$ cat src/rtl/wb_afe_regs_pkg.sv
// Shared definitions for the AFE control register block:
// register offsets, bit positions, FSM states and byte-lane merge.
`timescale 1ns/1ps
package wb_afe_regs_pkg;

    localparam logic [7:0] OFF_CTRL   = 8'h00;
    localparam logic [7:0] OFF_GAIN   = 8'h04;
    localparam logic [7:0] OFF_WIN    = 8'h08;
    localparam logic [7:0] OFF_RESULT = 8'h0C;
    localparam logic [7:0] OFF_STATUS = 8'h10;
    localparam logic [7:0] OFF_ID     = 8'h14;

    localparam int CTRL_VCO_EN = 0;
    localparam int CTRL_VGA_EN = 1;
    localparam int CTRL_START  = 2;
    localparam int CTRL_IRQ_EN = 3;

    localparam int STAT_BUSY = 0;
    localparam int STAT_DONE = 1;
    localparam int STAT_OVF  = 2;

    typedef enum logic [1:0] {
        IDLE,
        COUNT,
        DONE
    } fsm_e;

    function automatic logic [31:0] apply_sel(
        input logic [31:0] old_v,
        input logic [31:0] new_v,
        input logic [3:0]  sel
    );
        logic [31:0] r;
        r = old_v;
        for (int i = 0; i < 4; i++)
            if (sel[i]) r[i*8 +: 8] = new_v[i*8 +: 8];
        return r;
    endfunction

endpackage

$ cat src/rtl/wb_afe_regs_if.sv
// Wishbone classic slave-side bundle between the management SoC
// and the AFE register block.
`timescale 1ns/1ps
interface wb_afe_regs_if;
    logic        wbs_stb_i;
    logic        wbs_cyc_i;
    logic        wbs_we_i;
    logic [3:0]  wbs_sel_i;
    logic [31:0] wbs_adr_i;
    logic [31:0] wbs_dat_i;
    logic        wbs_ack_o;
    logic [31:0] wbs_dat_o;

    modport master (
        output wbs_stb_i, wbs_cyc_i, wbs_we_i,
        output wbs_sel_i, wbs_adr_i, wbs_dat_i,
        input  wbs_ack_o, wbs_dat_o
    );

    modport slave (
        input  wbs_stb_i, wbs_cyc_i, wbs_we_i,
        input  wbs_sel_i, wbs_adr_i, wbs_dat_i,
        output wbs_ack_o, wbs_dat_o
    );
endinterface

$ cat src/rtl/wb_afe_regs_sync_edge_det.sv
// Two-flop synchronizer for the divided VCO clock followed by a
// registered rising-edge pulse (3 cycles from input to pulse).
`timescale 1ns/1ps
module sync_edge_det (
    input  logic clk,
    input  logic rst_n,
    input  logic d_i,
    output logic pulse_o
);
    logic s1_q, s2_q, s3_q, pulse_q;
    logic pulse_d;

    always_comb pulse_d = s2_q & ~s3_q;

    always_ff @(posedge clk or negedge rst_n) begin
        if (!rst_n) begin
            s1_q    <= 1'b0;
            s2_q    <= 1'b0;
            s3_q    <= 1'b0;
            pulse_q <= 1'b0;
        end else begin
            s1_q    <= d_i;
            s2_q    <= s1_q;
            s3_q    <= s2_q;
            pulse_q <= pulse_d;
        end
    end

    assign pulse_o = pulse_q;
endmodule

$ cat src/rtl/wb_afe_regs.sv
// Wishbone register block for the analog AFE: enables, VGA gain and a
// gated frequency counter on the divided VCO with a done interrupt.
`timescale 1ns/1ps
module wb_afe_regs
    import wb_afe_regs_pkg::*;
#(
    parameter logic [31:0] BASE_ADDR = 32'h3000_0000,
    parameter int          GAIN_W    = 6,
    parameter int          CNT_W     = 24,
    parameter int          WIN_W     = CNT_W,
    parameter logic [31:0] ID_VALUE  = 32'h5643_4F01
) (
    input  logic              wb_clk_i,
    input  logic              wb_rst_ni,
    wb_afe_regs_if.slave      wbs,
    input  logic              vco_div_i,
    output logic              vco_en_o,
    output logic              vga_en_o,
    output logic [GAIN_W-1:0] vga_gain_o,
    output logic              irq_o
);
    logic              ack_q, ack_d, we_q, we_d;
    logic [3:0]        sel_q, sel_d;
    logic [7:0]        off_q, off_d;
    logic [31:0]       wdat_q, wdat_d;
    logic              vco_en_q, vco_en_d, vga_en_q, vga_en_d;
    logic              irq_en_q, irq_en_d, irq_q, irq_d;
    logic [GAIN_W-1:0] gain_q, gain_d;
    logic [WIN_W-1:0]  win_cfg_q, win_cfg_d, win_q, win_d;
    logic [CNT_W-1:0]  ecnt_q, ecnt_d, result_q, result_d;
    logic              done_q, done_d, ovf_q, ovf_d;
    fsm_e              state_q, state_d;

    logic        req, wr, wr_ctrl0, start, edge_p;
    logic        done_set, ovf_set, clr_done, clr_ovf;
    logic [31:0] rdata;

    sync_edge_det u_sync (
        .clk     (wb_clk_i),
        .rst_n   (wb_rst_ni),
        .d_i     (vco_div_i),
        .pulse_o (edge_p)
    );

    always_comb begin
        req = wbs.wbs_stb_i & wbs.wbs_cyc_i & ~ack_q
            & (wbs.wbs_adr_i[31:8] == BASE_ADDR[31:8]);
        ack_d  = req;
        // Latch the request so a dropped strobe still completes.
        we_d   = req ? wbs.wbs_we_i        : we_q;
        sel_d  = req ? wbs.wbs_sel_i       : sel_q;
        off_d  = req ? wbs.wbs_adr_i[7:0]  : off_q;
        wdat_d = req ? wbs.wbs_dat_i       : wdat_q;

        wr       = ack_q & we_q;
        wr_ctrl0 = wr & (off_q == OFF_CTRL) & sel_q[0];
        start    = wr_ctrl0 & wdat_q[CTRL_START];
        vco_en_d = wr_ctrl0 ? wdat_q[CTRL_VCO_EN] : vco_en_q;
        vga_en_d = wr_ctrl0 ? wdat_q[CTRL_VGA_EN] : vga_en_q;
        irq_en_d = wr_ctrl0 ? wdat_q[CTRL_IRQ_EN] : irq_en_q;

        gain_d = gain_q;
        if (wr && off_q == OFF_GAIN)
            gain_d = GAIN_W'(apply_sel(32'(gain_q), wdat_q, sel_q));
        win_cfg_d = win_cfg_q;
        if (wr && off_q == OFF_WIN)
            win_cfg_d = WIN_W'(apply_sel(32'(win_cfg_q), wdat_q, sel_q));

        state_d  = state_q;
        win_d    = win_q;
        ecnt_d   = ecnt_q;
        result_d = result_q;
        done_set = 1'b0;
        ovf_set  = 1'b0;
        unique case (state_q)
            IDLE: if (start) begin
                win_d   = win_cfg_q;
                ecnt_d  = '0;
                state_d = (win_cfg_q == '0) ? DONE : COUNT;
            end
            COUNT: begin
                win_d = win_q - WIN_W'(1);
                if (edge_p) begin
                    if (&ecnt_q) ovf_set = 1'b1;
                    else         ecnt_d  = ecnt_q + CNT_W'(1);
                end
                if (win_q <= WIN_W'(1)) state_d = DONE;
            end
            DONE: begin
                result_d = ecnt_q;
                done_set = 1'b1;
                state_d  = IDLE;
            end
            default: state_d = IDLE;
        endcase

        clr_done = wr & (off_q == OFF_STATUS) & sel_q[0] & wdat_q[STAT_DONE];
        clr_ovf  = wr & (off_q == OFF_STATUS) & sel_q[0] & wdat_q[STAT_OVF];
        done_d   = done_set | (done_q & ~clr_done);
        ovf_d    = ovf_set  | (ovf_q  & ~clr_ovf);
        irq_d    = irq_en_q & done_q;

        rdata = '0;
        case (off_q)
            OFF_CTRL:   rdata = 32'({irq_en_q, 1'b0, vga_en_q, vco_en_q});
            OFF_GAIN:   rdata = 32'(gain_q);
            OFF_WIN:    rdata = 32'(win_cfg_q);
            OFF_RESULT: rdata = 32'(result_q);
            OFF_STATUS: rdata = 32'({ovf_q, done_q, state_q == COUNT});
            OFF_ID:     rdata = ID_VALUE;
            default:    rdata = '0;
        endcase
    end

    always_ff @(posedge wb_clk_i or negedge wb_rst_ni) begin
        if (!wb_rst_ni) begin
            ack_q     <= 1'b0;
            we_q      <= 1'b0;
            sel_q     <= '0;
            off_q     <= '0;
            wdat_q    <= '0;
            vco_en_q  <= 1'b0;
            vga_en_q  <= 1'b0;
            irq_en_q  <= 1'b0;
            irq_q     <= 1'b0;
            gain_q    <= '0;
            win_cfg_q <= '0;
            win_q     <= '0;
            ecnt_q    <= '0;
            result_q  <= '0;
            done_q    <= 1'b0;
            ovf_q     <= 1'b0;
            state_q   <= IDLE;
        end else begin
            ack_q     <= ack_d;
            we_q      <= we_d;
            sel_q     <= sel_d;
            off_q     <= off_d;
            wdat_q    <= wdat_d;
            vco_en_q  <= vco_en_d;
            vga_en_q  <= vga_en_d;
            irq_en_q  <= irq_en_d;
            irq_q     <= irq_d;
            gain_q    <= gain_d;
            win_cfg_q <= win_cfg_d;
            win_q     <= win_d;
            ecnt_q    <= ecnt_d;
            result_q  <= result_d;
            done_q    <= done_d;
            ovf_q     <= ovf_d;
            state_q   <= state_d;
        end
    end

    assign wbs.wbs_ack_o = ack_q;
    assign wbs.wbs_dat_o = ack_q ? rdata : '0;
    assign vco_en_o      = vco_en_q;
    assign vga_en_o      = vga_en_q;
    assign vga_gain_o    = gain_q;
    assign irq_o         = irq_q;
endmodule

$ cat src/flat_wrapper.sv
// flat-port wrapper written by rule: the top's interface ports become plain ports
module wb_afe_regs_flat import wb_afe_regs_pkg::*;
#(
    parameter logic [31:0] BASE_ADDR = 32'h3000_0000,
    parameter int          GAIN_W    = 6,
    parameter int          CNT_W     = 24,
    parameter int          WIN_W     = CNT_W,
    parameter logic [31:0] ID_VALUE  = 32'h5643_4F01
)
  (wb_clk_i, wb_rst_ni, vco_div_i, vco_en_o, vga_en_o, vga_gain_o, irq_o, wbs_wbs_stb_i, wbs_wbs_cyc_i, wbs_wbs_we_i, wbs_wbs_sel_i, wbs_wbs_adr_i, wbs_wbs_dat_i, wbs_wbs_ack_o, wbs_wbs_dat_o);
  wb_afe_regs_if wbs_i ();
  input  logic wb_clk_i;
  input  logic wb_rst_ni;
  input  logic vco_div_i;
  output logic vco_en_o;
  output logic vga_en_o;
  output logic [GAIN_W-1:0] vga_gain_o;
  output logic irq_o;
  input wire logic [$bits(wbs_i.wbs_stb_i)-1:0] wbs_wbs_stb_i;
  input wire logic [$bits(wbs_i.wbs_cyc_i)-1:0] wbs_wbs_cyc_i;
  input wire logic [$bits(wbs_i.wbs_we_i)-1:0] wbs_wbs_we_i;
  input wire logic [$bits(wbs_i.wbs_sel_i)-1:0] wbs_wbs_sel_i;
  input wire logic [$bits(wbs_i.wbs_adr_i)-1:0] wbs_wbs_adr_i;
  input wire logic [$bits(wbs_i.wbs_dat_i)-1:0] wbs_wbs_dat_i;
  output wire logic [$bits(wbs_i.wbs_ack_o)-1:0] wbs_wbs_ack_o;
  output wire logic [$bits(wbs_i.wbs_dat_o)-1:0] wbs_wbs_dat_o;
  assign wbs_i.wbs_stb_i = wbs_wbs_stb_i;
  assign wbs_i.wbs_cyc_i = wbs_wbs_cyc_i;
  assign wbs_i.wbs_we_i = wbs_wbs_we_i;
  assign wbs_i.wbs_sel_i = wbs_wbs_sel_i;
  assign wbs_i.wbs_adr_i = wbs_wbs_adr_i;
  assign wbs_i.wbs_dat_i = wbs_wbs_dat_i;
  assign wbs_wbs_ack_o = wbs_i.wbs_ack_o;
  assign wbs_wbs_dat_o = wbs_i.wbs_dat_o;
  wb_afe_regs #(.BASE_ADDR(BASE_ADDR), .GAIN_W(GAIN_W), .CNT_W(CNT_W), .WIN_W(WIN_W), .ID_VALUE(ID_VALUE)) u_core (.wb_clk_i(wb_clk_i), .wb_rst_ni(wb_rst_ni), .wbs(wbs_i), .vco_div_i(vco_div_i), .vco_en_o(vco_en_o), .vga_en_o(vga_en_o), .vga_gain_o(vga_gain_o), .irq_o(irq_o));
endmodule
$ cat config.mk
export PLATFORM = sky130hd
export DESIGN_NAME = wb_afe_regs_flat
export DESIGN_NICKNAME = d
export VERILOG_FILES = /design/src/rtl/wb_afe_regs_pkg.sv /design/src/rtl/wb_afe_regs_if.sv /design/src/rtl/wb_afe_regs_sync_edge_det.sv /design/src/rtl/wb_afe_regs.sv /design/src/flat_wrapper.sv
export SDC_FILE = /design/constraint.sdc
export NUM_CORES = 1
export LEC_CHECK = 0
export ABC_AREA = 1
export BUFFER_PORTS_ARGS = -buffer_cell sky130_fd_sc_hd__buf_4
export CAP_MARGIN = 40
export CORE_AREA = 2 2 182 184
export CTS_CLUSTER_DIAMETER = 200
export DETAILED_ROUTE_END_ITERATION = 7
export DIE_AREA = 0 0 184 186
export PLACE_DENSITY = 0.38
export SLEW_MARGIN = 20
export SYNTH_ARGS = -nofsm -noshare
export SYNTH_HDL_FRONTEND = slang
export SYNTH_SLANG_ARGS = --single-unit
$ cat constraint.sdc
create_clock -name wb_clk_i -period 3.1 [get_ports wb_clk_i]
set_input_delay 0.155 -clock wb_clk_i [delete_from_list [all_inputs] [get_ports wb_clk_i]]
set_output_delay 0.155 -clock wb_clk_i [all_outputs]
set_load 0.02 [all_outputs]
## Word level (Yosys, flattened, before mapping)

Index checks and enable logic that the tools add are counted.

- Word-level logic and storage cells: 89
- Bits in registers: 151
- Input bits: 74
- Output and inout port bits: 42

- $lt $le $gt $ge: 1
- Equal/unequal tests: 12
- Add/sub/neg operators: 2
- Reduce and logical (&&, ||, !) cells: 14
- Bitwise gates (word level): 21
- Muxes and demuxes: 16

Operators with widths:

| operator | count |
|---|---|
| 31-bit one-hot mux with 6 select lines | 1 |
| 24-bit 2-to-1 mux | 4 |
| 24-bit one-hot mux with 2 select lines | 2 |
| 31-bit 2-to-1 mux | 1 |
| 24-bit by 1-bit adder with 24-bit output, second input constant | 1 |
| 24-bit by 22-bit == test with 1-bit output, second input constant | 1 |
| 24-bit by 1-bit less-or-equal comparator with 1-bit output, second input constant | 1 |
| 24-bit logical NOT | 1 |
| 24-bit AND reduction | 1 |
| 24-bit by 1-bit subtractor with 24-bit output, second input constant | 1 |
| 8-bit by 4-bit == test with 1-bit output, second input constant | 2 |
| 8-bit by 5-bit == test with 1-bit output, second input constant | 2 |
| 1-bit AND | 15 |
| 2-bit AND reduction | 6 |
| 8-bit by 3-bit == test with 1-bit output, second input constant | 1 |
| 8-bit logical NOT | 1 |
| 2-bit 2-to-1 mux | 3 |
| 1-bit 2-to-1 mux | 4 |
| 2-bit by 1-bit inequality test with 1-bit output, second input constant | 2 |
| 2-bit inequality test, second input constant | 2 |
| 1-bit NOT | 4 |
| 2-bit one-hot mux with 2 select lines | 1 |
| 4-bit AND reduction | 1 |
| 2-bit by 1-bit == test with 1-bit output, second input constant | 1 |
| other kinds (5) | 7 |

## Logic depth before layout (Yosys ltp)

- Depth after elaboration: 7
- Depth in mapped cells: 10

## Hierarchy

A second synthesis with hierarchy kept.

- Cells, all modules: 1165
- Area total of the unflattened synthesis: 8305.5 µm²

By module, submodules not included:

| module | times used | seq. area each (µm²) | cells each | area each (µm²) |
|---|---|---|---|---|
| wb_afe_regs | 1 | 3678.5 | 1159 | 8195.4 |
| sync_edge_det | 1 | 100.1 | 6 | 110.1 |

## Least setup slack after synthesis

OpenSTA, ideal clock, no wires.

- Kind: register to output
- Start: register u_core.off_q[7]
- End: output wbs_wbs_dat_o[26]
- Slack: 1.304 ns
- Stages on the path, launching flop included: 7
- Path buffers: 1
- Arrival time: 1.641 ns
- Cell sequence: dfrtp_1 -> nor2_1 -> nand2_1 -> nor2_1 -> nand3_1 -> nor2_1 -> buf_4

- Cells in the longest elaborated chain, start to end: 3
- Elaborated cells between the ends (all ways): 8

RTL lines:

| item | line | text |
|---|---|---|
| start, declared | wb_afe_regs.sv:24 | `logic [7:0] off_q, off_d;` |
| start signal, assigned | wb_afe_regs.sv:120 | `off_q <= '0;` |
| start signal, assigned | wb_afe_regs.sv:138 | `off_q <= off_d;` |
| 8-bit by 5-bit == test with 1-bit output, or another cell as far along | wb_afe_regs.sv:104 | `case (off_q)` |
| 31-bit one-hot mux with 6 select lines * | wb_afe_regs.sv:104 |  |
| 31-bit 2-to-1 mux * | wb_afe_regs.sv:156 | `assign wbs.wbs_dat_o = ack_q ? rdata : '0;` |
| end, declared | flat_wrapper.sv:26 | `output wire logic [$bits(wbs_i.wbs_dat_o)-1:0] wbs_wbs_dat_o;` |

Every way passes the cells marked *; elsewhere a longest branch is shown, timed or not.

## Worst setup path after layout

- Start: register u_core.off_q[7]
- End: output wbs_wbs_dat_o[12]

Same word-level chain as after synthesis.

==> reports/metrics.cfg <==
[die]
row_count = 66
ios = 116
core_area_um2 = 32200
initial_core_util_pct = 25.7
die_h_um = 186
die-area_um2 = 34200
die_x_um = 184

[clocking]
cts_made_buffers = 17
worstSkewPairLatency_ns = 0.44
clock-sinks = 151
cts_max_level = 4
post-cts-setup-buffers = 0
cts_tree = built
root_buffer = clkbuf_16
cts_hold_buf = 38
ctsLongestPathBuffers = 2
clkTransAtPathRegs_ns = 0.06
cts_resized = 0

[sta]
final-setup-viol-count = 0
skew_ns = 0.0122
relSlewSlack_pct = 50.5
timing.fmax_mhz = 391
min_period_ns = 2.56
slew_violations = 0
report.final.hold_viol_count = 0
worst_pin_slew_ns = 0.741
period_share_pct = 82.6
fin_setup_tns_ns = 0
rsz0062_at_grt = no

[detailed_routing]
vias = 7536
postRouteAntennaNets = 0
wirelength_um = 26900
detail_route.iter0.violations = 457
drt-pass1-iter-count = 5
routed_via_density = 4.50
wire_per_inst_um = 16.0
drc = 0

[place]
portBuffers = 102
dpl-instance-area_um2 = 9410
dp_hpwl_um = 19800
globalplace.congestion = 0.809

[logic_synthesis]
ys_ff_latch = 151
ys.flop_type = dfrtp_1
yosysTopAreaCell = dfrtp_1
synth-edff-count = 0
yosysWarnings = 0
netlist_area_um2 = 8290
yosys.cell_types.count = 43
postSynthCellCount = 1126
synth_most_common_cell = nand2_1
syn_avg_cell_area_um2 = 7.36
yosys-top-cells-area = dfrtp_1 (46%), nand2_1 (18%), nand3_1 (7.4%)
synth_commonest_cells = nand2_1 (397), dfrtp_1 (151), nor2_1 (130)
synth.top_cell.area_share_pct = 45.6
synthArstFlopShare_pct = 100
yosysSeqAreaShare_pct = 45.6

[worst_setup_path]
cp.arrival_ns = 2.41
critPathRequiredTime_ns = 2.94
crit_path_start_kind = register
worst-setup-path-type = reg -> out
cp_max_fo = 13
end_kind = primary output

[grt]
grt_max_degree = 63
antenna_found_initial = 0
grt_pass1_wl_um = 43400
grt.total_usage_pct = 16.6
grt-ovfl-total = 0
grt_pass1_vias = 7675

[final_layout]
utilization_pct = 32.3
drive_gt1_share_pct = 15.6
num_antenna_cells = 0
num-nets-final = 1331
syn_to_final_growth_pct = 25.5
finish.instance_area_um2 = 10400

[pwr]
p_per_area_nw_per_um2 = 417
ir_worst_vdd_v = 0.000374
total_leakage_power_uw = 0.00515
power_uw = 4340

[flow_run]
max-cap-violations = 0

[hold_path]
hp-class = in -> reg

[run_status]
status = finished clean

==> worst max-delay path, cell delays in order (launching register included) <==
cell and delay, ns:
dfrtp_1 0.38, nor2_1 0.18, nand2_2 0.16, inv_1 0.19
nand2_4 0.18, inv_2 0.28, nand2_1 0.11, a21oi_1 0.29
buf_4 0.21
==> registers in the layout (all words and copies together) (netlist names), 2 cells and up <==
register	count
u_core.ecnt_q	24
u_core.result_q	24
u_core.wdat_q	24
u_core.win_cfg_q	24
u_core.win_q	24
u_core.off_q	8
u_core.vga_gain_o	6
u_core.sel_q	3
u_core.state_q	2
==> layout make-up <==
| class | instances | area [µm²] |
|---|---|---|
| clock inverter | 14 | 173 |
| multi-input combinational | 838 | 3890 |
| clock buffer | 18 | 439 |
| inverter | 96 | 362 |
| fill | 3519 | 21800 |
| tap | 408 | 510 |
| timing repair buffer | 150 | 1250 |
| sequential | 151 | 3780 |
==> layer usage <==
layer	up-vias	GRT usage [%]	routed length, µm
li1	3857	-	-
met1	3510	23.2	13200
met2	148	26.4	12300
met3	21	2.90	925
met4	0	4.70	407
met5	-	0	0
==> path summary, 6_finish.rpt <==
check	to	slack [ns]	from	cells after the start
min	u_core.wdat_q[13]	0.19	wbs_wbs_adr_i[17]	6
min reg2reg	u_core.u_sync.s2_q	0.35	u_core.u_sync.s1_q	0
max	wbs_wbs_dat_o[12]	0.54	u_core.off_q[7]	8
max reg2reg	u_core.ecnt_q[11]	0.80	u_core.ecnt_q[0]	10
min in group asynchronous	u_core.ecnt_q[6]	0.30	wb_rst_ni	2
max in group asynchronous	u_core.wdat_q[10]	2.07	wb_rst_ni	3
==> where the power goes <==
| part | switching [µW] | internal, µW |
|---|---|---|
| sequential | 1.27 | 1970 |
| combinational | 67.3 | 89.0 |
| clock | 914 | 1300 |
==> per-stage QoR <==
stage | hold WS (ns) | worst slack, ns | instances
6_report | 0.190 | 0.539 | 1675
2_1_floorplan | -0.141 | 1.30 | 1129
5_1_grt | 0.211 | 0.312 | 1675
4_1_cts | 0.175 | 0.499 | 1675
3_3_place_gp | 0.218 | 0.816 | 1605
3_5_place_dp | 0.218 | 0.781 | 1605
==> cells in the final DEF (no fill, tap or decap), types with 3 or more instances in the layout <==
cell type	n
o21ai_1	34
a21oi_2	6
nor2_2	4
ha_1	3
nand2_4	5
mux2_2	10
bufinv_16	3
dfrtp_1	151
clkinv_4	3
conb_1	4
nand4_1	12
a21oi_1	20
inv_2	6
clkinv_2	4
o21ai_0	31
dlygate4sd3_1	38
nor3_1	3
nor2_1	130
o211ai_1	10
buf_4	109
inv_1	89
clkbuf_16	17
nand2_1	397
o22ai_1	3
nor2_4	5
nand2_2	8
nor4_1	5
xor2_1	9
nand3_1	123
inv_6	3
==> kinds of logic after synthesis <==
logic type,synth area share (%)
muxes,1.36
and+or+nand+nor,36.8
xor gates and xnor gates,0.951
AOI/OAI and AO/OA,7.26
DFF,45.6
buffers and inverters,7.61
other,0.0452
adders and majority gates,0.453
Note: power is estimated with default switching activity, not from simulation.
